--- config.mk ---
export PLATFORM = sky130hd
export DESIGN_NAME = io_port_bank
export DESIGN_NICKNAME = d
export VERILOG_FILES = /design/src/rtl/io_port_bank.sv
export SDC_FILE = /design/constraint.sdc
export NUM_CORES = 1
export LEC_CHECK = 0
export BUFFER_PORTS_ARGS = -buffer_cell sky130_fd_sc_hd__buf_2
export CAP_MARGIN = 25
export CORE_UTILIZATION = 50
export CTS_BUF_LIST = sky130_fd_sc_hd__clkbuf_16
export CTS_CLUSTER_DIAMETER = 100
export DETAILED_ROUTE_END_ITERATION = 7
export PLACE_DENSITY = 0.8
export SETUP_SLACK_MARGIN = 0.1
export SLEW_MARGIN = 20
export SYNTH_ARGS = -nofsm -noshare
export SYNTH_HDL_FRONTEND = slang
export SYNTH_SLANG_ARGS = --single-unit
--- constraint.sdc ---
create_clock -name clock -period 3.8 [get_ports clock]
set_input_delay 0.19 -clock clock [delete_from_list [all_inputs] [get_ports clock]]
set_output_delay 0.19 -clock clock [all_outputs]
set_load 0.1 [all_outputs]
--- src/rtl/io_port_bank.sv ---
// io_port_bank: strobed input FIFOs and latched valid/ack output registers on the internal bus.
// Define IO_IRQ_EN to add a registered io_irq output (any FIFO non-empty or any overflow flagged).
module io_port_bank #(
  parameter int WIDTH      = 32,
  parameter int NUM_IN     = 2,
  parameter int NUM_OUT    = 2,
  parameter int FIFO_DEPTH = 4,
  parameter int PORT_SEL_W = 3
) (
  input  logic                      clock,
  input  logic                      clear,
  input  logic [PORT_SEL_W-1:0]     port_sel,
  input  logic                      in_portout,
  input  logic                      out_portin,
  input  logic [WIDTH-1:0]          bus_in,
  output logic [WIDTH-1:0]          bus_out,
  input  logic [NUM_IN*WIDTH-1:0]   in_data,
  input  logic [NUM_IN-1:0]         in_strobe,
  output logic [NUM_IN-1:0]         in_empty,
  output logic [NUM_IN-1:0]         in_full,
  output logic [NUM_IN-1:0]         in_overflow,
  input  logic [NUM_IN-1:0]         ovf_clr,
  output logic [NUM_OUT*WIDTH-1:0]  out_data,
  output logic [NUM_OUT-1:0]        out_valid,
  input  logic [NUM_OUT-1:0]        out_ack
`ifdef IO_IRQ_EN
  ,
  output logic                      io_irq
`endif
);
  localparam int AW = $clog2(FIFO_DEPTH);
  localparam int CW = AW + 1;
  logic [NUM_IN-1:0]            pop;
  logic [NUM_IN-1:0][WIDTH-1:0] head;
  for (genvar k = 0; k < NUM_IN; k++) begin : g_in
    logic [WIDTH-1:0] mem_q [FIFO_DEPTH];
    logic [AW-1:0]    wr_q, wr_d, rd_q, rd_d;
    logic [CW-1:0]    cnt_q, cnt_d;
    logic             prev_q, ovf_q, ovf_d, push, wr_en;
    assign push   = in_strobe[k] & ~prev_q;
    assign pop[k] = in_portout && port_sel == PORT_SEL_W'(k) && cnt_q != '0;
    // a pop in the same edge frees the slot, so a push into a full FIFO still lands
    assign wr_en  = push && (cnt_q != CW'(FIFO_DEPTH) || pop[k]);
    always_comb begin
      wr_d  = wr_q + AW'(wr_en);
      rd_d  = rd_q + AW'(pop[k]);
      cnt_d = cnt_q + CW'(wr_en) - CW'(pop[k]);
      ovf_d = (push & ~wr_en) | (ovf_q & ~ovf_clr[k]);
    end
    always_ff @(posedge clock or negedge clear) begin
      if (!clear) begin
        wr_q   <= '0;
        rd_q   <= '0;
        cnt_q  <= '0;
        ovf_q  <= 1'b0;
        prev_q <= 1'b0;
      end else begin
        wr_q   <= wr_d;
        rd_q   <= rd_d;
        cnt_q  <= cnt_d;
        ovf_q  <= ovf_d;
        prev_q <= in_strobe[k];
      end
    end
    always_ff @(posedge clock) begin
      if (wr_en) mem_q[wr_q] <= in_data[k*WIDTH +: WIDTH];
    end
    assign head[k]        = mem_q[rd_q];
    assign in_empty[k]    = cnt_q == '0;
    assign in_full[k]     = cnt_q == CW'(FIFO_DEPTH);
    assign in_overflow[k] = ovf_q;
  end
  always_comb begin
    bus_out = '0;
    for (int i = 0; i < NUM_IN; i++) bus_out = bus_out | (pop[i] ? head[i] : '0);
  end
  for (genvar j = 0; j < NUM_OUT; j++) begin : g_out
    logic [WIDTH-1:0] data_q, data_d;
    logic             valid_q, valid_d, wr;
    assign wr = out_portin && port_sel == PORT_SEL_W'(j);
    always_comb begin
      data_d  = wr ? bus_in : data_q;
      valid_d = wr | (valid_q & ~out_ack[j]);
    end
    always_ff @(posedge clock or negedge clear) begin
      if (!clear) begin
        data_q  <= '0;
        valid_q <= 1'b0;
      end else begin
        data_q  <= data_d;
        valid_q <= valid_d;
      end
    end
    assign out_data[j*WIDTH +: WIDTH] = data_q;
    assign out_valid[j]               = valid_q;
  end
`ifdef IO_IRQ_EN
  logic irq_q, irq_d;
  assign irq_d = |(~in_empty) | |in_overflow;
  always_ff @(posedge clock or negedge clear) begin
    if (!clear) irq_q <= 1'b0;
    else        irq_q <= irq_d;
  end
  assign io_irq = irq_q;
`endif
endmodule

==> key figures <==
STA
  – Relative slew margins: 38.1%
  – Hold slack: 0.157 ns
  – RSZ-0062 raised after global routing: false
  – Max Clk Rate: 0.342 GHz
  – Final slew viol count: 0
  – Crit share post-route: 77.0%
  – Final min period: 2.93 ns
  – TNS Setup: 0 ns
  – Hold Fails Final Rpt: 0
  – Skew final: 0.0326 ns
  – Final setup viols: 0
  – Measured slew at the worst slew-check pin: 0.929 ns

Final layout
  – Layout cell share with drive strength beyond 1: 44.7%
  – Area growth, synth to finish: 28.9%
  – Ant diodes: 0
  – FILL cells: ~1,700
  – Nets: 1,043

Yosys
  – Mapped Area: 12,900 um^2
  – Simple-Gate Fraction of Synth Area: 1.48%
  – Syn_nets: between 700 and 800
  – Post-Syn Instances: ~590
  – Post-synthesis compound-gate area fraction: 2.69%
  – Largest cells by area after synthesis: edfxtp_1 60%, dfrtp_1 16%, mux4_2 11%
  – Post-synthesis mux area share: 16.8%
  – Yosys warnings: 0
  – Number of unique standard cell types used by synthesis: 31
  – Leading area contributor after synthesis: edfxtp_1
  – Synth top area share: a little under 60%
  – Sequential fraction of the synthesis area: 75.9%
  – XOR/XNOR Fraction of Synth Area: 0.543%
  – Synth Area in Adders: 0.893%
  – Synth Register Bits: 340
  – Largest family of logic cells by synthesized area: multiplexers
  – Mean Syn Cell Area: 21.8 um^2

Die
  – Die height: 163 um
  – Die ar.: 26,400 um^2
  – Chip width: 163 um
  – Core Region: between 20,000 and 30,000 um^2
  – IO Count: 213
  – # rows: 58
  – Initial Utilization: 51.1%

Worst setup path
  – Crit Path Max Fanout: 14
  – CP max-delay cell: dfrtp_2
  – WP data required: 3.61 ns
  – CP arrival: 2.74 ns
  – Top delay family on crit path: flip-flops
  – Kind of critical path: register to output port
  – Worst path cell trace: buf_4 -> mux4_2 -> a22o_1 -> buf_2
  – Critical path capture point type: output port
  – Worst Setup Start Kind: register
  – Worst path buffer plus inverter count: 2
  – CP peak stage delay: 0.68 ns
  – FF-to-FF setup slack: 1.62 ns

Drt
  – Vias per cell: 5.47
  – Post-route ant nets: 0
  – DRC viols: 0
  – DR WL/cell: between 20 and 25 um
  – Initial DRC count: ~520
  – Routed WL: 27,400 um
  – Drt first pass iters: 4
  – Vias: 7,012

Pwr
  – Sequential Power Share: 41.6%
  – Logic pwr share: a little under a third
  – Int Pwr: between 7 and 8 mW
  – PD cells: between 700 and 800 nW/um^2
  – Static leakage: around 6.4 nW
  – Clock group share of total power: 28.0%
  – Sw Ratio: 35.5%
  – VDD IR max: ~0.00066 V
  – Sw Pwr: 4.28 mW
  – Pwr Total: 12.0 mW

Run status
  – Status: complete, no violations

GRT
  – Largest net degree at the start of global routing: 56
  – Vias in the first global route: about 7,500
  – Grt ovf: 0
  – Wire length of the first global-routing pass: 42,000 um
  – Initial antenna violation count: 0
  – GR Util All Layers: 21.3%

Clock tree
  – TritonCTS Sinks: 340
  – H-tree levels: 2
  – Worst-path clk slew: 0.06 ns
  – CTS Root Cell: clkbuf_16
  – Number of buffers created by CTS: 34
  – Clock latency on the worst-skew pair: 0.54 ns
  – Setup bufs post-CTS: 0
  – Longest Clk Path Bufs: 3
  – Post-CTS sizing: 0
  – Hold-fix buffers, CTS: 103
  – CTS tree: built

Job
  – Maxcap violations: 0

Placed design
  – HPWL after DPL: 16,400 um
  – Routability congestion estimate: 0.742
  – # port buffers: 212

Min path
  – Hold Crit Class: input pin to register
stage by stage:
stage / std cells / cell area, um^2 / setup slack, ns / utilization (%)
final: 1281 / 16600 / 0.873 / 65.8
after global routing: 1281 / 16600 / 0.696 / 65.8
after CTS: 1281 / 16600 / 0.816 / 65.8
after detailed placement: 1117 / 14400 / 1.21 / 57.2
after global placement: 1117 / 14400 / 1.28 / 57.2
after floorplan: 592 / 12900 / 0.564 / -
cell usage in the layout, fill, tap and decap left out, types with 2 or more instances in the layout:
cell / netlist / layout
inv_1: 8 / 13
dfrtp_1: 84 / 80
clkbuf_16: 0 / 34
and3_2: 0 / 2
ha_1: 6 / 6
clkinv_2: 0 / 4
fa_1: 2 / 2
buf_4: 9 / 13
nor3b_2: 1 / 2
buf_2: 12 / 211
xnor2_1: 3 / 3
inv_16: 0 / 2
dlygate4sd3_1: 0 / 103
nor3_2: 1 / 2
buf_12: 0 / 3
bufinv_16: 0 / 5
nor2_4: 1 / 2
clkinv_1: 0 / 8
a21o_1: 4 / 4
mux4_2: 64 / 64
dfrtp_2: 0 / 4
o22ai_1: 2 / 2
nor3_4: 0 / 3
edfxtp_1: 256 / 256
a22o_1: 33 / 33
nand2_1: 3 / 3
nor3b_4: 0 / 5
nand2b_1: 3 / 3
mux2_2: 64 / 64
xor2_1: 5 / 5
power by group through the flow:
stage	clock [mW]	combinational [mW]	sequential, mW
5_1_grt	3.59	3.83	5.09
3_5_place_dp	0	3.59	5.10
3_3_place_gp	0	3.56	5.06
2_1_floorplan	0	1.92	5.92
4_1_cts	3.43	3.69	5.02
6_report	3.38	3.65	5.01
worst reg2reg max path, cell delays in order, from the launching register on:
cell and delay [ns]:
dfrtp_1 0.41, nor3_2 0.34, nor2_4 0.06, buf_4 0.28, o31ai_1 0.34, ha_1 0.22
fa_1 0.41
flip-flops by register name, indices dropped and copies added (netlist names):
signal         cells
g_in.prev_q        2
g_in.mem_q       256
g_in.rd_q          4
g_out.valid_q      2
g_in.ovf_q         2
g_in.wr_q          4
g_out.data_q      64
g_in.cnt_q         6
final timing paths:
check / endpoint / cells past startpoint / startpoint
min in group asynchronous: g_in[1].rd_q[1] / 2 / clear
max in group asynchronous: g_out[0].data_q[21] / 3 / clear
worst min register to register: g_out[0].valid_q / 1 / g_out[0].valid_q
worst min-delay path: g_in[0].ovf_q / 4 / port_sel[2]
worst max register to register: g_in[0].cnt_q[1] / 6 / g_in[0].cnt_q[1]
worst max-delay path: bus_out[13] / 4 / g_in[0].rd_q[0]
per-layer routing:
| layer | track usage (%) | wire length [um] | vias to the layer above |
|---|---|---|---|
| li1 | - | - | 3089 |
| met1 | 26.4 | 10700 | 3599 |
| met2 | 37.4 | 14100 | 279 |
| met3 | 5.02 | 2110 | 45 |
| met4 | 6.12 | 515 | 0 |
| met5 | 0 | 0 | - |
cell usage after synthesis, drive strengths merged:
cell type	count
xnor2	3
mux4	64
nand2b	3
nand2	3
a22o	33
a21o	4
fa	2
nor3b	7
o31ai	1
inv	8
and3	2
edfxtp	256
xor2	5
or3b	1
and2	1
ha	6
dfrtp	84
o21bai	1
buf	24
nand4bb	1
or4b	1
nor3	5
clkbuf	8
nor2	3
mux2	64
o22ai	2
cell families (layout without fill, tap and decap cells):
kind of cell    count (synthesis)  after routing
flops                         340            340
mux                           128            128
compound gates                 41             41
buf+inv                        40            399
simple gates                   27             27
fa+ha+maj                       8              8
xor+xnor                        8              8
final cells by class:
type	instances	area (um^2)	area share, %
Multi-Input combinational cell	212	3000	18.0
Timing Repair Buffer	330	2240	13.5
Clock inverter	27	289	1.74
Tap cell	330	413	2.48
Sequential cell	340	9790	58.9
Clock buffer	34	851	5.12
Inverter	8	30.0	0.181
No activity file was read; power rests on OpenSTA's default activity.
